`config.mk`:
```
export PLATFORM = sky130hd
export DESIGN_NAME = fetch_stage
export DESIGN_NICKNAME = d
export VERILOG_FILES = /design/src/rtl/tartaruga_pkg.sv /design/src/rtl/fetch_fifo.sv /design/src/rtl/fetch_stage.sv
export SDC_FILE = /design/constraint.sdc
export NUM_CORES = 1
export LEC_CHECK = 0
export ABC_CLOCK_PERIOD_IN_PS = 3100
export CORE_ASPECT_RATIO = 0.75
export CORE_MARGIN = 2
export CORE_UTILIZATION = 64
export DETAILED_ROUTE_END_ITERATION = 7
export DONT_BUFFER_PORTS = 1
export GPL_TIMING_DRIVEN = 0
export PLACE_DENSITY = 0.9
export SETUP_SLACK_MARGIN = 0.15
export SYNTH_ARGS = -nofsm -noshare
export SYNTH_HDL_FRONTEND = slang
export SYNTH_SLANG_ARGS = --single-unit
```
`constraint.sdc`:
```
create_clock -name clk_i -period 3.1 [get_ports clk_i]
set_input_delay 0.31 -clock clk_i [delete_from_list [all_inputs] [get_ports clk_i]]
set_output_delay 0.31 -clock clk_i [all_outputs]
set_load 0.02 [all_outputs]
```
`src/rtl/tartaruga_pkg.sv`:
```
// Shared types and constants for the tartaruga front end.
package tartaruga_pkg;

  typedef logic [31:0] bus32_t;
  typedef logic [31:0] instruction_t;

  // One decoded-bound entry: the fetch address and the word found there.
  typedef struct packed {
    bus32_t       pc;
    instruction_t instr;
  } fetch_entry_t;

  localparam bus32_t RESET_PC_DEFAULT = 32'h0000_0000;

  // Instruction addresses are always word aligned; low bits are dropped.
  function automatic bus32_t align_word(input bus32_t addr);
    return {addr[31:2], 2'b00};
  endfunction

endpackage

```
`src/rtl/fetch_fifo.sv`:
```
// Small in-order queue of fetch entries between memory and decode.
// Flush wins over a push in the same cycle; a push into a full queue
// is only taken together with a pop.
module fetch_fifo
  import tartaruga_pkg::*;
#(
  parameter int unsigned DEPTH = 2,
  parameter int unsigned CW    = $clog2(DEPTH + 1)
) (
  input  logic         clk_i,
  input  logic         rstn_i,
  input  logic         flush_i,
  input  logic         push_i,
  input  fetch_entry_t data_i,
  input  logic         pop_i,
  output fetch_entry_t data_o,
  output logic         full_o,
  output logic         empty_o,
  output logic [CW-1:0] count_o
);

  localparam int unsigned PW = (DEPTH > 1) ? $clog2(DEPTH) : 1;

  fetch_entry_t  mem_q [DEPTH];
  logic [PW-1:0] rd_ptr_q;
  logic [PW-1:0] wr_ptr_q;
  logic [CW-1:0] count_q;
  logic          do_push;
  logic          do_pop;

  function automatic logic [PW-1:0] next_ptr(input logic [PW-1:0] p);
    return (p == PW'(DEPTH - 1)) ? '0 : p + PW'(1);
  endfunction

  assign full_o  = (count_q == CW'(DEPTH));
  assign empty_o = (count_q == '0);
  assign count_o = count_q;
  assign data_o  = mem_q[rd_ptr_q];
  assign do_pop  = pop_i & ~empty_o;
  assign do_push = push_i & (~full_o | do_pop);

  // Storage, pointers and occupancy; flush empties the queue outright.
  always_ff @(posedge clk_i or negedge rstn_i) begin
    if (!rstn_i) begin
      for (int i = 0; i < int'(DEPTH); i++) mem_q[i] <= '0;
      rd_ptr_q <= '0;
      wr_ptr_q <= '0;
      count_q  <= '0;
    end else if (flush_i) begin
      rd_ptr_q <= '0;
      wr_ptr_q <= '0;
      count_q  <= '0;
    end else begin
      if (do_push) begin
        mem_q[wr_ptr_q] <= data_i;
        wr_ptr_q        <= next_ptr(wr_ptr_q);
      end
      if (do_pop) rd_ptr_q <= next_ptr(rd_ptr_q);
      case ({do_push, do_pop})
        2'b10:   count_q <= count_q + CW'(1);
        2'b01:   count_q <= count_q - CW'(1);
        default: count_q <= count_q;
      endcase
    end
  end

endmodule

```
`src/rtl/fetch_stage.sv`:
```
// Instruction fetch stage: owns the fetch PC, issues credit-limited word
// requests, queues returned instructions and hands them to decode.
// Redirects flush the queue and drop responses still in flight.
// Optional macro FETCH_BYPASS_EN: an empty queue forwards a kept response
// straight to decode in the same cycle.
module fetch_stage
  import tartaruga_pkg::*;
#(
  parameter bus32_t      RESET_PC   = RESET_PC_DEFAULT,
  parameter int unsigned FIFO_DEPTH = 2
) (
  input  logic         clk_i,
  input  logic         rstn_i,
  output logic         imem_req_valid_o,
  input  logic         imem_req_ready_i,
  output bus32_t       imem_req_addr_o,
  input  logic         imem_rsp_valid_i,
  input  instruction_t imem_rsp_data_i,
  input  logic         redirect_i,
  input  bus32_t       redirect_pc_i,
  output logic         valid_o,
  input  logic         ready_i,
  output bus32_t       pc_o,
  output instruction_t instr_o
);

  localparam int unsigned CW = $clog2(FIFO_DEPTH + 1);

  bus32_t       fetch_pc_q, fetch_pc_d;
  bus32_t       rsp_pc_q, rsp_pc_d;
  logic [CW-1:0] outstanding_q, outstanding_d;
  logic [CW-1:0] drop_cnt_q, drop_cnt_d;
  logic [CW:0]  credit_used;
  logic [CW:0]  in_flight;
  logic         req_accept;
  logic         rsp_keep;
  logic         fifo_push;
  logic         fifo_pop;
  logic         fifo_full;
  logic         fifo_empty;
  logic [CW-1:0] fifo_count;
  fetch_entry_t fifo_wdata;
  fetch_entry_t fifo_head;

  // A request may only go out if its response is guaranteed a queue slot.
  assign credit_used      = {1'b0, outstanding_q} + {1'b0, fifo_count};
  assign imem_req_valid_o = rstn_i & (credit_used < (CW + 1)'(FIFO_DEPTH));
  assign imem_req_addr_o  = fetch_pc_q;
  assign req_accept       = imem_req_valid_o & imem_req_ready_i;
  assign rsp_keep         = imem_rsp_valid_i & ~redirect_i & (drop_cnt_q == '0);
  assign fifo_wdata       = '{pc: rsp_pc_q, instr: imem_rsp_data_i};

  fetch_fifo #(
    .DEPTH (FIFO_DEPTH),
    .CW    (CW)
  ) u_fifo (
    .clk_i   (clk_i),
    .rstn_i  (rstn_i),
    .flush_i (redirect_i),
    .push_i  (fifo_push),
    .data_i  (fifo_wdata),
    .pop_i   (fifo_pop),
    .data_o  (fifo_head),
    .full_o  (fifo_full),
    .empty_o (fifo_empty),
    .count_o (fifo_count)
  );

  // PC and counter next state; a redirect overrides everything else and
  // marks every request still in flight (including one accepted now) stale.
  always_comb begin
    fetch_pc_d    = fetch_pc_q;
    rsp_pc_d      = rsp_pc_q;
    drop_cnt_d    = drop_cnt_q;
    in_flight     = {1'b0, outstanding_q} + {{CW{1'b0}}, req_accept};
    if (imem_rsp_valid_i && (in_flight != '0)) in_flight = in_flight - (CW + 1)'(1);
    outstanding_d = in_flight[CW-1:0];
    if (redirect_i) begin
      fetch_pc_d = align_word(redirect_pc_i);
      rsp_pc_d   = align_word(redirect_pc_i);
      drop_cnt_d = in_flight[CW-1:0];
    end else begin
      if (req_accept) fetch_pc_d = fetch_pc_q + 32'd4;
      if (rsp_keep) rsp_pc_d = rsp_pc_q + 32'd4;
      if (imem_rsp_valid_i && (drop_cnt_q != '0)) drop_cnt_d = drop_cnt_q - CW'(1);
    end
  end

  // Decode-side presentation, with the optional same-cycle forward path.
  always_comb begin
    fifo_push = rsp_keep;
    valid_o   = ~fifo_empty & ~redirect_i;
    pc_o      = fifo_head.pc;
    instr_o   = fifo_head.instr;
`ifdef FETCH_BYPASS_EN
    if (fifo_empty && rsp_keep) begin
      valid_o   = 1'b1;
      pc_o      = rsp_pc_q;
      instr_o   = imem_rsp_data_i;
      fifo_push = ~ready_i;
    end
`else
`endif
    fifo_pop = valid_o & ready_i & ~fifo_empty;
  end

  // State registers for the PCs and in-flight bookkeeping.
  always_ff @(posedge clk_i or negedge rstn_i) begin
    if (!rstn_i) begin
      fetch_pc_q    <= RESET_PC;
      rsp_pc_q      <= RESET_PC;
      outstanding_q <= '0;
      drop_cnt_q    <= '0;
    end else begin
      fetch_pc_q    <= fetch_pc_d;
      rsp_pc_q      <= rsp_pc_d;
      outstanding_q <= outstanding_d;
      drop_cnt_q    <= drop_cnt_d;
    end
  end

  // A response with nothing outstanding means the memory broke protocol.
  rsp_has_request: assert property (@(posedge clk_i) disable iff (!rstn_i)
    imem_rsp_valid_i |-> (outstanding_q != '0));

endmodule

```
-- Word-level counts from Yosys, hierarchy flattened
Index checks and enable logic that the tools add are counted.
- logic and storage cells: 78
- flip-flop bits (word level): 200
- input port bits: 70
- RAM bits: 0
- memories: 0
- latch bits: 0
- memory bits (read-only): 0
- output and inout port bits: 98
- divide/modulo/power cells: 0
- order comparisons: 4
- reductions and logical operators: 14
- multiplexer cells: 21
- bitwise operators: 15
- $mul: 0
- shifts and indexed selects: 0
- equal/unequal tests: 3
- $add $sub $neg: 10
- operators by type and width (kind ; count):
    64-bit two-way mux ; 4
    128-bit bitwise mux ; 1
    32-bit two-way mux ; 4
    32-bit by 3-bit adder with 32-bit output, second input constant ; 2
    64-bit demux with 1-bit select ; 1
    2-bit nonzero test ; 6
    1-bit bitwise AND ; 9
    2-bit two-way mux ; 4
    1-bit two-way mux ; 6
    3-bit nonzero test ; 2
    2-bit by 1-bit subtractor with 2-bit output, second input constant ; 3
    2-bit == test, second input constant ; 2
    2-bit >= comparator, second input constant ; 2
    2-bit logical NOT ; 2
    1-bit inverter with 2-bit output ; 2
    2-bit one-hot mux with 2 select lines ; 1
    2-bit by 1-bit adder with 3-bit output ; 1
    2-bit by 2-bit adder with 3-bit output ; 1
    1-bit logical AND ; 3
    3-bit by 2-bit less-than comparator with 1-bit output, second input constant ; 1
    1-bit inverter ; 3
    1-bit adder, second input constant ; 2
    2-bit by 1-bit adder with 2-bit output, second input constant ; 1
    2-bit by 1-bit == test with 1-bit output, second input constant ; 1
    3 further kinds ; 3

-- Logic depth before layout (Yosys ltp)
Gate-level depths: netlist of the first run.
- depth in word-level cells: 11
- mapped depth: 13
- mapped depth without buffers: 13

-- Cells and area by module
A second synthesis of the first run with hierarchy kept.
- cells, all modules: 761
- area, all modules: 9639.2 um^2
- by module, submodules not included (module ; instances ; cells an instance ; area each (um^2)):
    fetch_fifo ; 1 ; 365 ; 5914.4
    fetch_stage ; 1 ; 396 ; 3724.8

-- Least setup slack after synthesis of the first run
OpenSTA, ideal clock, no wires.
- path type: reg2reg
- start: reg u_fifo.count_q[0] (netlist: u_fifo.count_o[0])
- end: reg drop_cnt_q[1]
- buffers on the path: 0
- slack: 0.376 ns
- cell stages (with the launch flop): 13
- setup time: 0.125 ns
- arrival time: 2.600 ns
- required time: 2.975 ns
- period minus slack after synthesis: 2.724 ns
- path through: dfrtp_1 and2_1 fa_1 nand4bb_4 inv_2 ha_1 ha_1 inv_1 ha_1 inv_1 o21ai_0 o21ai_0 mux2_2
- longest elaborated chain between the ends: 9
- elaborated cells between the ends (all ways): 10
- ends and longest elaborated chain (item ; RTL line ; RTL):
    start, declared ; fetch_fifo.sv:27 ; logic [CW-1:0] count_q;
    start signal, assigned ; fetch_fifo.sv:60 ; 2'b10: count_q <= count_q + CW'(1);
    start signal, assigned ; fetch_fifo.sv:61 ; 2'b01: count_q <= count_q - CW'(1);
    start signal, assigned ; fetch_fifo.sv:62 ; default: count_q <= count_q;
    2-bit by 2-bit adder with 3-bit output (*) ; fetch_stage.sv:46 ; assign credit_used = {1'b0, outstanding_q} + {1'b0, fifo_count};
    3-bit by 2-bit less-than comparator with 1-bit output (*) ; fetch_stage.sv:47 ; assign imem_req_valid_o = rstn_i & (credit_used < (CW + 1)'(FIFO_DEPTH));
    1-bit bitwise AND (*) ; fetch_stage.sv:47 ;
    1-bit bitwise AND (*) ; fetch_stage.sv:49 ; assign req_accept = imem_req_valid_o & imem_req_ready_i;
    2-bit by 1-bit adder with 3-bit output (*) ; fetch_stage.sv:75 ; in_flight = {1'b0, outstanding_q} + {{CW{1'b0}}, req_accept};
    parallel branches: the longest is 2 deep, another holds 2-bit by 1-bit subtractor with 2-bit output ; -- ;
    2-bit two-way mux (*) ; fetch_stage.sv:76 ; if (imem_rsp_valid_i && (in_flight != '0)) in_flight = in_flight - (CW + 1)'(1);
    net in_flight[1] ; fetch_stage.sv:34 ; logic [CW:0] in_flight;
    2-bit two-way mux (*) ; fetch_stage.sv:78 ; if (redirect_i) begin
    end signal, assigned ; fetch_stage.sv:118 ; drop_cnt_q <= drop_cnt_d;
    end, declared ; fetch_stage.sv:32 ; logic [CW-1:0] drop_cnt_q, drop_cnt_d;
Mark *: on every way through the listed nets, which the timed path passes.
A chain may end at the register's enable or synchronous reset.

-- Worst setup path in the final report of the first run
- start: reg u_fifo.count_q[0] (netlist: u_fifo.count_o[0])
- end: reg fetch_pc_q[26] (netlist: imem_req_addr_o[26])
- longest elaborated chain between the ends: 5
- ends and longest elaborated chain (item ; RTL line ; RTL):
    2-bit by 2-bit adder with 3-bit output ; fetch_stage.sv:46 ;
    3-bit by 2-bit less-than comparator with 1-bit output ; fetch_stage.sv:47 ;
    1-bit bitwise AND ; fetch_stage.sv:47 ;
    1-bit bitwise AND ; fetch_stage.sv:49 ;
    2-bit nonzero test (no line) ; -- ;
    end signal, assigned ; fetch_stage.sv:115 ; fetch_pc_q <= fetch_pc_d;
    end, declared ; fetch_stage.sv:29 ; bus32_t fetch_pc_q, fetch_pc_d;
Every way passes these cells.

==> results of run 1 <==
[registers in the layout, summed over array words and instances (netlist names)]
| register | cells |
|---|---|
| u_fifo.mem_q | 124 |
| imem_req_addr_o | 30 |
| outstanding_q | 2 |
| u_fifo.wr_ptr_q | 1 |
| rsp_pc_q | 30 |
| drop_cnt_q | 2 |
| u_fifo.rd_ptr_q | 1 |
| u_fifo.count_o | 2 |
[routing by layer]
layer	vias to the layer above	wire, µm	global-route usage	share of wire
li1	2571	-	-	-
met1	2930	8330	0.339	0.41
met2	213	9910	0.447	0.49
met3	26	1640	0.0903	0.081
met4	0	246	0.0799	0.012
met5	-	0	0	0
[Yosys cell counts, drive strengths merged, types with 2 or more instances]
cell,n,area (µm²)
a21oi,7,35.0
a41oi,2,17.5
a31oi,4,25.0
clkbuf,14,52.6
and2,6,37.5
nand2,21,78.8
nor2,22,82.6
xnor2,38,333
nor3,6,45.0
mux2i,3,30.0
buf,23,123
a21boi,6,45.0
nand3,23,120
o21a,3,22.5
and3,10,62.6
or3,2,12.5
o21ai,12,60.1
xor2,18,158
and4,3,26.3
nor4,2,42.5
o31a,2,17.5
nand2b,8,50.1
ha,6,75.1
nand4,25,169
inv,12,45.1
mux2,225,2530
dfrtp,192,4800
[power by group through the flow]
stage	registers [mW]	logic, mW	clock network, mW
finish	3.96	2.80	2.15
global route	4.06	3.00	2.30
CTS	3.96	2.80	2.18
detailed placement	4.00	2.77	0
global placement	3.90	2.67	0
floorplan	3.81	2.38	0
[worst max-delay path by stage]
| stage | from | to | cells past startpoint |
|---|---|---|---|
| 2_1_floorplan | u_fifo.count_o[0] | drop_cnt_q[1] | 12 |
| 3_3_place_gp | u_fifo.count_o[0] | drop_cnt_q[1] | 12 |
| 3_5_place_dp | u_fifo.count_o[0] | drop_cnt_q[1] | 12 |
| 4_1_cts | u_fifo.count_o[0] | drop_cnt_q[1] | 12 |
| 5_1_grt | u_fifo.count_o[0] | imem_req_addr_o[26] | 8 |
| 6_report | u_fifo.count_o[0] | imem_req_addr_o[26] | 8 |
[worst max-delay path: stages (launching register included)]
cell,delay (ns)
dfrtp_2,0.45
and2_1,0.17
fa_1,0.46
nand4bb_4,0.32
nor4_4,0.46
buf_4,0.27
nand4_1,0.14
xnor2_1,0.17
mux2_2,0.26
[repair_timing]
action	4_1_cts	5_1_grt
setup buffers	0	2
resized for setup	2	4
endpoints found under the hold margin	195	192
endpoints found under the setup margin	2	12
pin swaps	0	3
[area by class of cell]
type	count	area, µm²
fill	884	3810
sequential	192	4810
tap	175	219
inverter	12	47.5
clock inverter	13	139
clock buffer	19	443
multi-input combinational	467	4200
buffer	37	175
timing repair buffer	5	45.0
[stage by stage]
step                hold slack (ns)  power (mW)  area [µm²]
finish                       -0.412        8.91       10100
CTS                          -0.439        8.94       10100
global route                 -0.455        9.36       10100
floorplan                    0.0144        6.19        9220
global placement             0.0219        6.57        9440
detailed placement           0.0191        6.77        9440
[cells by family (layout without fill, tap and decap cells)]
logic type,count (synthesis),after routing,synth area share
adders and majority gates,7,7,0.0103
muxes,228,228,0.278
AOI/OAI and AO/OA,38,38,0.0260
buffers and inverters,49,86,0.0239
and+or+nand+nor,134,134,0.0858
xor gates and xnor gates,56,56,0.0533
other,1,4,0.000407
DFF,192,192,0.522
==> results.tsv, run 1 <==
stage	metric	value	unit
global_routing	number of global-route vias before repair	6079	
cells_and_area	commonest non-fill, non-tap cell in the layout	mux2_2	
drt	drt first pass iters	5	
worst_hold_path	worst hold path class	input port to asynchronous set/reset pin	
cells_and_area	P&R area growth vs syn	9.47	%
timing	Final Skew	0.0101	ns
power	PwrDens	884	nW/µm²
drt	initial detailed-routing violation count	363	
clocking	total CTS buffers	17	
power	net switching share of the total power	0.339	
outcome	outcome	finished with violations	
cells_and_area	share of cells above drive strength 1	0.388	
critical_path	Critical Path Source Type	flop	
timing	Slew headroom	0.507	
place	Placer Congestion	0.901	
place	I/O Buffers	0	
drt	DRT Wirelength	20.1	mm
timing	final worst path period share	0.908	
drt	vias per cell	6.24	
drt	DRT antenna net count	0	
drt	Remaining DRCs	0	
critical_path	worst reg2reg path depth	8	
critical_path	Crit path required time	3.42	ns
logic_synthesis	sequential area share after synthesis	0.522	
place	pre-CTS setup slack	-0.00549	ns
drt	routed vias	5740	
timing	final setup TNS	0	ns
power	Clock power frac	0.242	
timing	Achievable Freq	355	MHz
cells_and_area	Final Util	0.726	
logic_synthesis	Main synth FF type	dfrtp_1	
clocking	Clock transition at path regs	0.07	ns
critical_path	RR Startpoint	u_fifo.count_o[0]	
power	Comb pwr share	0.314	
global_routing	first-pass GRT wire length	31.6	mm
floorplanning	Core Box Area	13900	µm²
logic_synthesis	Async SR Flop Fraction	1.00	
cells_and_area	NumNets Final	809	
logic_synthesis	synth warn	0	
timing	RSZ-0062 raised after global routing	no	
floorplanning	Ports	168	
timing	Final WS setup	0.284	ns
logic_synthesis	Post-Syn Area	9210	µm²
clocking	clock sink total	192	
power	Worst IR Drop VDD	664	µV
global_routing	largest net degree at the start of global routing	195	
floorplanning	height of the die	108	µm
timing	Final min period	2.82	ns
critical_path	worst r2r dst	imem_req_addr_o[26]	
critical_path	arrival time worst endpoint	3.14	ns
logic_synthesis	Syn Inst Count	705	
clocking	H-tree levels	4	
outcome	violated checks	hold timing	
timing	final hold vios	192	
timing	Max Slew Vio Count	0	
place	placed cells	883	
drt	routed length per instance	21.9	µm
logic_synthesis	EDFF count, synth	0	
critical_path	Reg2Reg Setup Slack	0.28	ns
clocking	Clock Latency Late Sink	0.43	ns
logic_synthesis	Seq cells post-synth	192	
global_routing	GRT Resource Usage Total	0.270	
critical_path	Worst Setup End Kind	flop	
job	maxcap violations	0	
clocking	Hold Buf Count CTS	3	
logic_synthesis	Mean Syn Cell Area	13.1	µm²
logic_synthesis	synth unique cells	46	
clocking	Max clock buf depth	2	
power	Int Pwr	5.89	mW
global_routing	total congestion overflow	0	
timing	Tightest Pin Transition	0.735	ns
timing	final setup fails	0	
power	Switch Pwr	3.02	mW
critical_path	critical path type	flop to flop	
timing	WHS	-0.412	ns
power	Leak	4.29	nW
floorplanning	Die X	142	µm
floorplanning	Starting Density	0.663	
clocking	TritonCTS clock tree	yes	
global_routing	antenna violations before repair	0	
floorplanning	row count	37	
place	Detail Placement HPWL	14.1	mm
floorplanning	die area	15400	µm²
cells_and_area	Layout Cells excl Fill	920	
critical_path	CP Max Fanout	10	
power	Flop pwr share	0.445	
cells_and_area	Antenna Cells	0	
clocking	clock root cell	clkbuf_16	
cells_and_area	most frequent cells in the layout	mux2_2 (223), dfrtp_1 (191), xnor2_1 (38)	
No activity file was read; power rests on OpenSTA's default activity.
==> inputs of run 2 (changes only) <==
- ABC_AREA: unset -> 1
- CORE_UTILIZATION: 64 -> 40
- PLACE_DENSITY: 0.9 -> 0.6
==> run 2 against run 1 <==
  * The flow still finishes with violations (hold timing)
  * Sequential share of layout area fell by 4.9 points
  * Clock skew rose by 0.0059 ns
  * Clock power rose by 9.3%
  * Synthesized area rose by 8.6%
  * Largest power group unchanged
==> results.tsv, run 2 <==
stage	metric	value	unit	change
timing	final hold vios	192		unchanged
logic_synthesis	complex-gate fraction of the synthesized area	0.109		+0.0832
logic_synthesis	Mean Syn Cell Area	7.98	µm²	-39%
logic_synthesis	cell taking the most area after synthesis	dfrtp_1		
logic_synthesis	Main synth FF type	dfrtp_1		
timing	RSZ-0062 raised after global routing	no		
floorplanning	row count	50		+35%
critical_path	Worst Setup End Kind	flop		
drt	initial detailed-routing violation count	721		+99%
drt	routed length per instance	18.3	µm	-16%
critical_path	critical path type	flop to flop		
critical_path	crit path cell chain	nand2_1 > inv_1 > fa_1 > nor3b_4 > nand2_4 > buf_4 > buf_4 > nand2_1 > buf_2 > clkbuf_4 > nor2_1 > a21oi_1		
global_routing	total congestion overflow	0		unchanged
global_routing	GRT Resource Usage Total	0.228		-0.0418
logic_synthesis	Post-Syn Area	10000	µm²	+8.6%
timing	final worst path period share	0.908		about the same
clocking	H-tree levels	4		unchanged
critical_path	arrival time worst endpoint	3.18	ns	+0.04 ns
logic_synthesis	synth unique cells	38		-17%
clocking	Clock Latency Late Sink	0.44	ns	about the same
critical_path	Critical Path Source Type	flop		
cells_and_area	commonest non-fill, non-tap cell in the layout	nand2_1		
logic_synthesis	Async SR Flop Fraction	1.00		unchanged
cells_and_area	largest reg by FF count	u_fifo.mem_q		
floorplanning	height of the die	141	µm	+31%
cells_and_area	max reg flops	124		unchanged
power	PwrDens	835	nW/µm²	-5.6%
cells_and_area	# fillers	2490		+180%
drt	routed vias	8495		+48%
critical_path	worst r2r dst	imem_req_addr_o[25]		
timing	Slew headroom	0.536		+0.0287
timing	WHS	-0.444	ns	-0.0325 ns
global_routing	number of global-route vias before repair	7911		+30%
place	I/O Buffers	0		unchanged
outcome	violated checks	hold timing		
clocking	clock root cell	clkbuf_16		
power	Leak	5.38	nW	+25%
drt	Remaining DRCs	0		unchanged
outcome	outcome	finished with violations		
timing	Achievable Freq	355	MHz	about the same
logic_synthesis	Syn Inst Count	1253		+78%
clocking	clock sink total	192		unchanged
power	Worst IR Drop VDD	400	µV	-40%
clocking	Max clock buf depth	2		unchanged
critical_path	CP Max Fanout	10		unchanged
critical_path	Reg2Reg Setup Slack	0.28	ns	about the same
logic_synthesis	most frequent cells after synthesis	nand2_1 (393), dfrtp_1 (192), inv_1 (131), o21ai_1 (130), nor2_1 (87)		
cells_and_area	most frequent cells in the layout	nand2_1 (392), dfrtp_1 (191), o21ai_1 (133)		
floorplanning	Die X	187	µm	+31%
clocking	Clock transition at path regs	0.09	ns	+0.02 ns
cells_and_area	Antenna Cells	0		unchanged
place	Placer Congestion	0.958		+6.3%
cells_and_area	P&R area growth vs syn	12.2	%	
logic_synthesis	sequential area share after synthesis	0.480		-0.0414
clocking	TritonCTS clock tree	yes		
critical_path	Crit path required time	3.46	ns	+0.04 ns
power	overall power	9.36	mW	+5.1%
critical_path	CP peak stage delay	0.49	ns	+0.03 ns
job	maxcap violations	0		unchanged
global_routing	largest net degree at the start of global routing	194		-0.51%
cells_and_area	NumNets Final	1362		+68%
timing	Tightest Pin Transition	0.696	ns	-0.0390 ns
global_routing	first-pass GRT wire length	46.3	mm	+47%
cells_and_area	share of cells above drive strength 1	0.119		-0.269
logic_synthesis	simple-gate share of the synthesized area	0.233		+0.148
logic_synthesis	proportion of synthesized area in mux cells	0.0698		-0.209
logic_synthesis	synth top area cells	dfrtp_1 (48%), nand2_1 (15%), mux2_2 (7.0%)		
logic_synthesis	post-synth top area share	0.480		-0.0414
critical_path	Critical Path Sink	imem_req_addr_o[25]		
timing	Final Skew	0.0160	ns	+0.00594 ns
logic_synthesis	synth warn	0		unchanged
cells_and_area	multi-input logic area	4440	µm²	+5.5%
logic_synthesis	Post-Synth XOR/XNOR Area	0.0158		-0.0375
timing	Final min period	2.82	ns	+0.0000180 ns
critical_path	worst reg2reg path depth	12		+4
logic_synthesis	EDFF count, synth	0		unchanged
global_routing	antenna violations before repair	0		unchanged
drt	DRT Wirelength	30.0	mm	+49%
timing	final setup fails	0		unchanged
drt	drt first pass iters	5		unchanged
place	Detail Placement HPWL	22.1	mm	+56%
critical_path	Worst Setup SP	outstanding_q[0]		
worst_hold_path	worst hold path class	input port to asynchronous set/reset pin		
cells_and_area	register area	4810	µm²	unchanged
clocking	total CTS buffers	17		unchanged
drt	DRT antenna net count	0		unchanged
floorplanning	Starting Density	0.404		-0.259
floorplanning	Ports	168		unchanged
floorplanning	Core Box Area	24800	µm²	+78%
floorplanning	die area	26300	µm²	+71%
critical_path	RR Startpoint	outstanding_q[0]		
logic_synthesis	Seq cells post-synth	192		unchanged
logic_synthesis	Post-Synth Adder-Cell Area	0.00951		-0.000819
logic_synthesis	largest family of logic cells by synthesized area	simple AND/OR/NAND/NOR gates		
drt	vias per cell	5.19		-17%
critical_path	slowest stage cell, crit path	fa_1		
timing	Max Slew Vio Count	0		unchanged
logic_synthesis	most common cell in the synthesized netlist	nand2_1		
run 2: cell count changes after synthesis, sizes merged, moves of 14 or more:
cell	previous run	this run
nand2	21	396
o21ai	12	158
nand4	25	11
xnor2	38	1
buf	23	41
nand3	23	64
a21oi	7	21
nor2	22	91
inv	12	138
mux2	225	62
run 2: timing repair:
item,in CTS,in global routing
pin swaps,2,6
buffers inserted,1,3
gates resized for setup,6,12
endpoints found under the setup margin,4,2
hold buffers,1,5
endpoints found under the hold margin,193,197
run 2: how the worst min path moves through the flow:
stage,slack [ns],depth (start not counted),start,end
global placement,0.02,0,rstn_i,u_fifo.mem_q[8]
finish,-0.44,0,rstn_i,u_fifo.mem_q[8]
floorplan,0.01,0,rstn_i,drop_cnt_q[0]
CTS,-0.46,0,rstn_i,u_fifo.mem_q[8]
global route,-0.48,0,rstn_i,u_fifo.mem_q[8]
detailed placement,0.02,0,rstn_i,u_fifo.mem_q[8]
run 2: layout make-up:
cell class / count / share of cell area
clock buffers: 17 / 0.0379
multi-input cells: 873 / 0.395
plain buffers: 52 / 0.0263
well taps: 338 / 0.0377
repair buffers: 10 / 0.00803
clock inverters: 15 / 0.0194
flip-flops and latches: 192 / 0.428
inverters: 139 / 0.0469
run 2: report_power, final:
| group | switching [mW] | internal, mW |
|---|---|---|
| Sequential | 0.670 | 3.35 |
| Clock | 1.17 | 1.19 |
| Combinational | 1.94 | 1.06 |
| Total | 3.78 | 5.59 |
run 2: routing by layer:
layer	vias up	share of wire	global-route usage
met5	-	0	0
met4	0	0.0088	0.0343
met3	21	0.094	0.0747
met2	294	0.43	0.334
met1	4088	0.47	0.333
li1	4092	-	-
run 2: cell families (layout without fill, tap and decap cells):
family | after synthesis | count (layout)
compound gates | 205 | 205
xor+xnor | 18 | 18
fa+ha+maj | 7 | 7
buf+inv | 191 | 233
flops | 192 | 192
mux | 62 | 62
other cells | 1 | 4
simple gates | 577 | 577
run 2: critical path: cells and delay by family, from the launching register on:
kind                       cells  cell delay (ns)
AOI/OAI and AO/OA              1             0.14
adders and majority gates      1             0.49
buffers and inverters          5             0.94
DFF                            1             0.42
and+or+nand+nor                5             0.73
run 2: per-stage QoR:
step	worst slack, ns	util	TNS [ns]	std cells	instance area (µm²)
floorplan	0.184	-	0	1256	10000
global placement	-0.413	0.421	-1.15	1594	10400
detailed placement	-0.486	0.421	-1.39	1594	10400
CTS	0.182	0.449	0	1628	11100
global route	0.158	0.453	0	1636	11200
finish	0.284	0.453	0	1636	11200
==> inputs of run 3 (changes only) <==
- CORE_MARGIN: 2 -> unset
==> run 3 against run 2 <==
  * Power shrank 1.6%
  * Highest routed layer unchanged
  * Final cell count down 0.79%
  * Design area shrank 1.2%
  * Sequential share of layout area rose by 0.50 points
  * First-iteration DRC count up 3.3%
  * Via count down 0.12%
  * Utilization grew 0.38 points
  * Routed wire length down 0.85%
  * Die area down 2.5%
  * Register-to-register slack got worse by 0.02 ns
  * The flow still finishes with violations (hold timing)
  * Critical path type unchanged
==> results.tsv, run 3 (same netlist as run 2, synthesis figures left out) <==
stage	metric	value	unit	change
timing	Achievable Freq	353	MHz	-0.56%
timing	final hold vios	192		unchanged
timing	WHS	-0.431	ns	+0.0135 ns
power	Int Pwr	5.63	mW	+0.81%
cells_and_area	commonest non-fill, non-tap cell in the layout	nand2_1		
drt	DRT antenna net count	0		unchanged
power	PwrDens	831	nW/µm²	-0.43%
critical_path	Worst Setup SP	u_fifo.count_o[0]		
timing	Max Slew Vio Count	0		unchanged
cells_and_area	max reg flops	124		unchanged
clocking	clock sink total	192		unchanged
floorplanning	Core Box Area	24300	µm²	-2.0%
floorplanning	die area	25600	µm²	-2.5%
cells_and_area	Antenna Cells	0		unchanged
power	Flop pwr share	0.436		+0.007
critical_path	CP Max Fanout	3		-7
cells_and_area	P&R area growth vs syn	10.9	%	
power	Switch Pwr	3.58	mW	-5.2%
global_routing	antenna violations before repair	0		unchanged
floorplanning	Ports	168		unchanged
critical_path	CP delay by family, top	adder cells		
critical_path	Critical Path Source Type	flop		
outcome	violated checks	hold timing		
clocking	total CTS buffers	17		unchanged
place	placed cells	1587		-0.44%
clocking	TritonCTS clock tree	yes		
critical_path	Worst Setup End Kind	flop		
timing	final worst path period share	0.914		+0.00512
timing	Final Skew	0.0124	ns	-0.00358 ns
critical_path	RR Startpoint	u_fifo.count_o[0]		
timing	Final min period	2.83	ns	+0.0159 ns
critical_path	Buf/Inv on CP	4		-1
timing	final setup fails	0		unchanged
clocking	H-tree levels	4		unchanged
power	Comb pwr share	0.326		+0.006
critical_path	arrival time worst endpoint	3.20	ns	+0.02 ns
floorplanning	height of the die	139	µm	-1.4%
global_routing	first-pass GRT wire length	46.5	mm	+0.54%
floorplanning	row count	49		-2.0%
place	Placer Congestion	0.949		-0.93%
clocking	Clock Latency Late Sink	0.44	ns	about the same
cells_and_area	most frequent cells in the layout	nand2_1 (392), dfrtp_1 (192), o21ai_1 (132)		
cells_and_area	register area	4800	µm²	about the same
outcome	outcome	finished with violations		
clocking	Max clock buf depth	2		unchanged
clocking	clock root cell	clkbuf_16		
global_routing	largest net degree at the start of global routing	194		unchanged
floorplanning	Die X	185	µm	-1.1%
global_routing	total congestion overflow	0		unchanged
place	I/O Buffers	0		unchanged
critical_path	Crit path required time	3.46	ns	about the same
floorplanning	Starting Density	0.412		+0.00824
global_routing	number of global-route vias before repair	7909		-0.025%
power	Leak	5.33	nW	-0.85%
place	Detail Placement HPWL	22.0	mm	-0.50%
cells_and_area	largest reg by FF count	u_fifo.mem_q		
power	Worst IR Drop VDD	419	µV	+4.6%
cells_and_area	multi-input logic area	4440	µm²	about the same
cells_and_area	final instance area	11100	µm²	-1.2%
worst_hold_path	worst hold path class	input port to asynchronous set/reset pin		
drt	vias per cell	5.23		+0.68%
cells_and_area	# fillers	2533		+1.7%
critical_path	crit path cell chain	nand2_1 > inv_2 > fa_1 > nor3b_4 > nand2_4 > inv_8 > ha_4 > ha_4 > inv_2 > ha_2 > inv_1 > o21ai_2 > xor2_1 > nand2_1 > o21ai_1		
drt	initial detailed-routing violation count	745		+3.3%
job	maxcap violations	0		unchanged
critical_path	slowest stage cell, crit path	fa_1		
clocking	Clock transition at path regs	0.07	ns	-0.02 ns
global_routing	GRT Resource Usage Total	0.238		+0.0106
drt	DRT Wirelength	29.7	mm	-0.85%
cells_and_area	share of cells above drive strength 1	0.119		+0.000551
timing	Tightest Pin Transition	0.716	ns	+0.0193 ns
critical_path	CP peak stage delay	0.51	ns	+0.02 ns
drt	Remaining DRCs	0		unchanged
timing	RSZ-0062 raised after global routing	yes		
drt	routed length per instance	18.3	µm	about the same
drt	drt first pass iters	5		unchanged
timing	Slew headroom	0.521		-0.0147
cells_and_area	NumNets Final	1357		-0.37%
place	DP Area	10400	µm²	about the same
critical_path	critical path type	flop to flop		
power	Clock power frac	0.238		-0.013
cells_and_area	Layout Cells excl Fill	1623		-0.79%
power	overall power	9.21	mW	-1.6%
power	net switching share of the total power	0.389		-0.0146
drt	routed vias	8485		-0.12%
## run 3: path summary, 6_finish.rpt
kind	to	slack, ns	cells after the start
worst max-delay path	drop_cnt_q[0]	0.27	15
worst min-delay path	u_fifo.mem_q[5]	-0.43	0
worst max register to register	drop_cnt_q[0]	0.27	15
worst min register to register	u_fifo.mem_q[38]	0.49	2
max in group asynchronous	rsp_pc_q[5]	3.15	0
min in group clk_i	u_fifo.mem_q[18]	0.02	2
## run 3: per-layer routing
layer,vias to the layer above,track usage,part of all wire
li1,4082,-,-
met1,4106,0.367,0.48
met2,276,0.325,0.42
met3,21,0.0678,0.085
met4,0,0.0544,0.011
met5,-,0,0
## run 3: power groups by stage
stage	combinational (mW)	clock [mW]	sequential [mW]
finish	3.00	2.19	4.02
global route	3.36	2.33	4.13
CTS	2.96	2.23	4.01
detailed placement	2.94	0	4.04
global placement	2.88	0	4.02
floorplan	2.37	0	3.87
## run 3: cell type report
type / count / area share
clock inverters: 11 / 0.0103
repair buffers: 5 / 0.00338
plain buffers: 52 / 0.0264
inverters: 139 / 0.0477
clock buffers: 20 / 0.0412
well taps: 331 / 0.0373
flip-flops and latches: 192 / 0.433
multi-input cells: 873 / 0.400
## run 3: worst reg2reg max path, delay by kind of cell, from the launching register on
| family | cells | cell delay, ns |
|---|---|---|
| simple gates | 4 | 0.66 |
| fa+ha+maj | 4 | 0.96 |
| compound gates | 2 | 0.29 |
| buf+inv | 4 | 0.21 |
| flops | 1 | 0.41 |
| xor+xnor | 1 | 0.24 |
## run 3: timing repair
action,in CTS,in global routing
endpoints found under the setup margin,4,2
endpoints found under the hold margin,192,192
pin swaps,2,6
setup buffers,1,4
resized for setup,6,12
## run 3: per-stage QoR
step / TNS, ns / setup WS (ns) / util
2_1_floorplan: 0 / 0.184 / -
3_3_place_gp: -1.00 / -0.371 / 0.430
3_5_place_dp: -1.33 / -0.469 / 0.430
4_1_cts: 0 / 0.182 / 0.454
5_1_grt: 0 / 0.131 / 0.457
6_report: 0 / 0.268 / 0.457
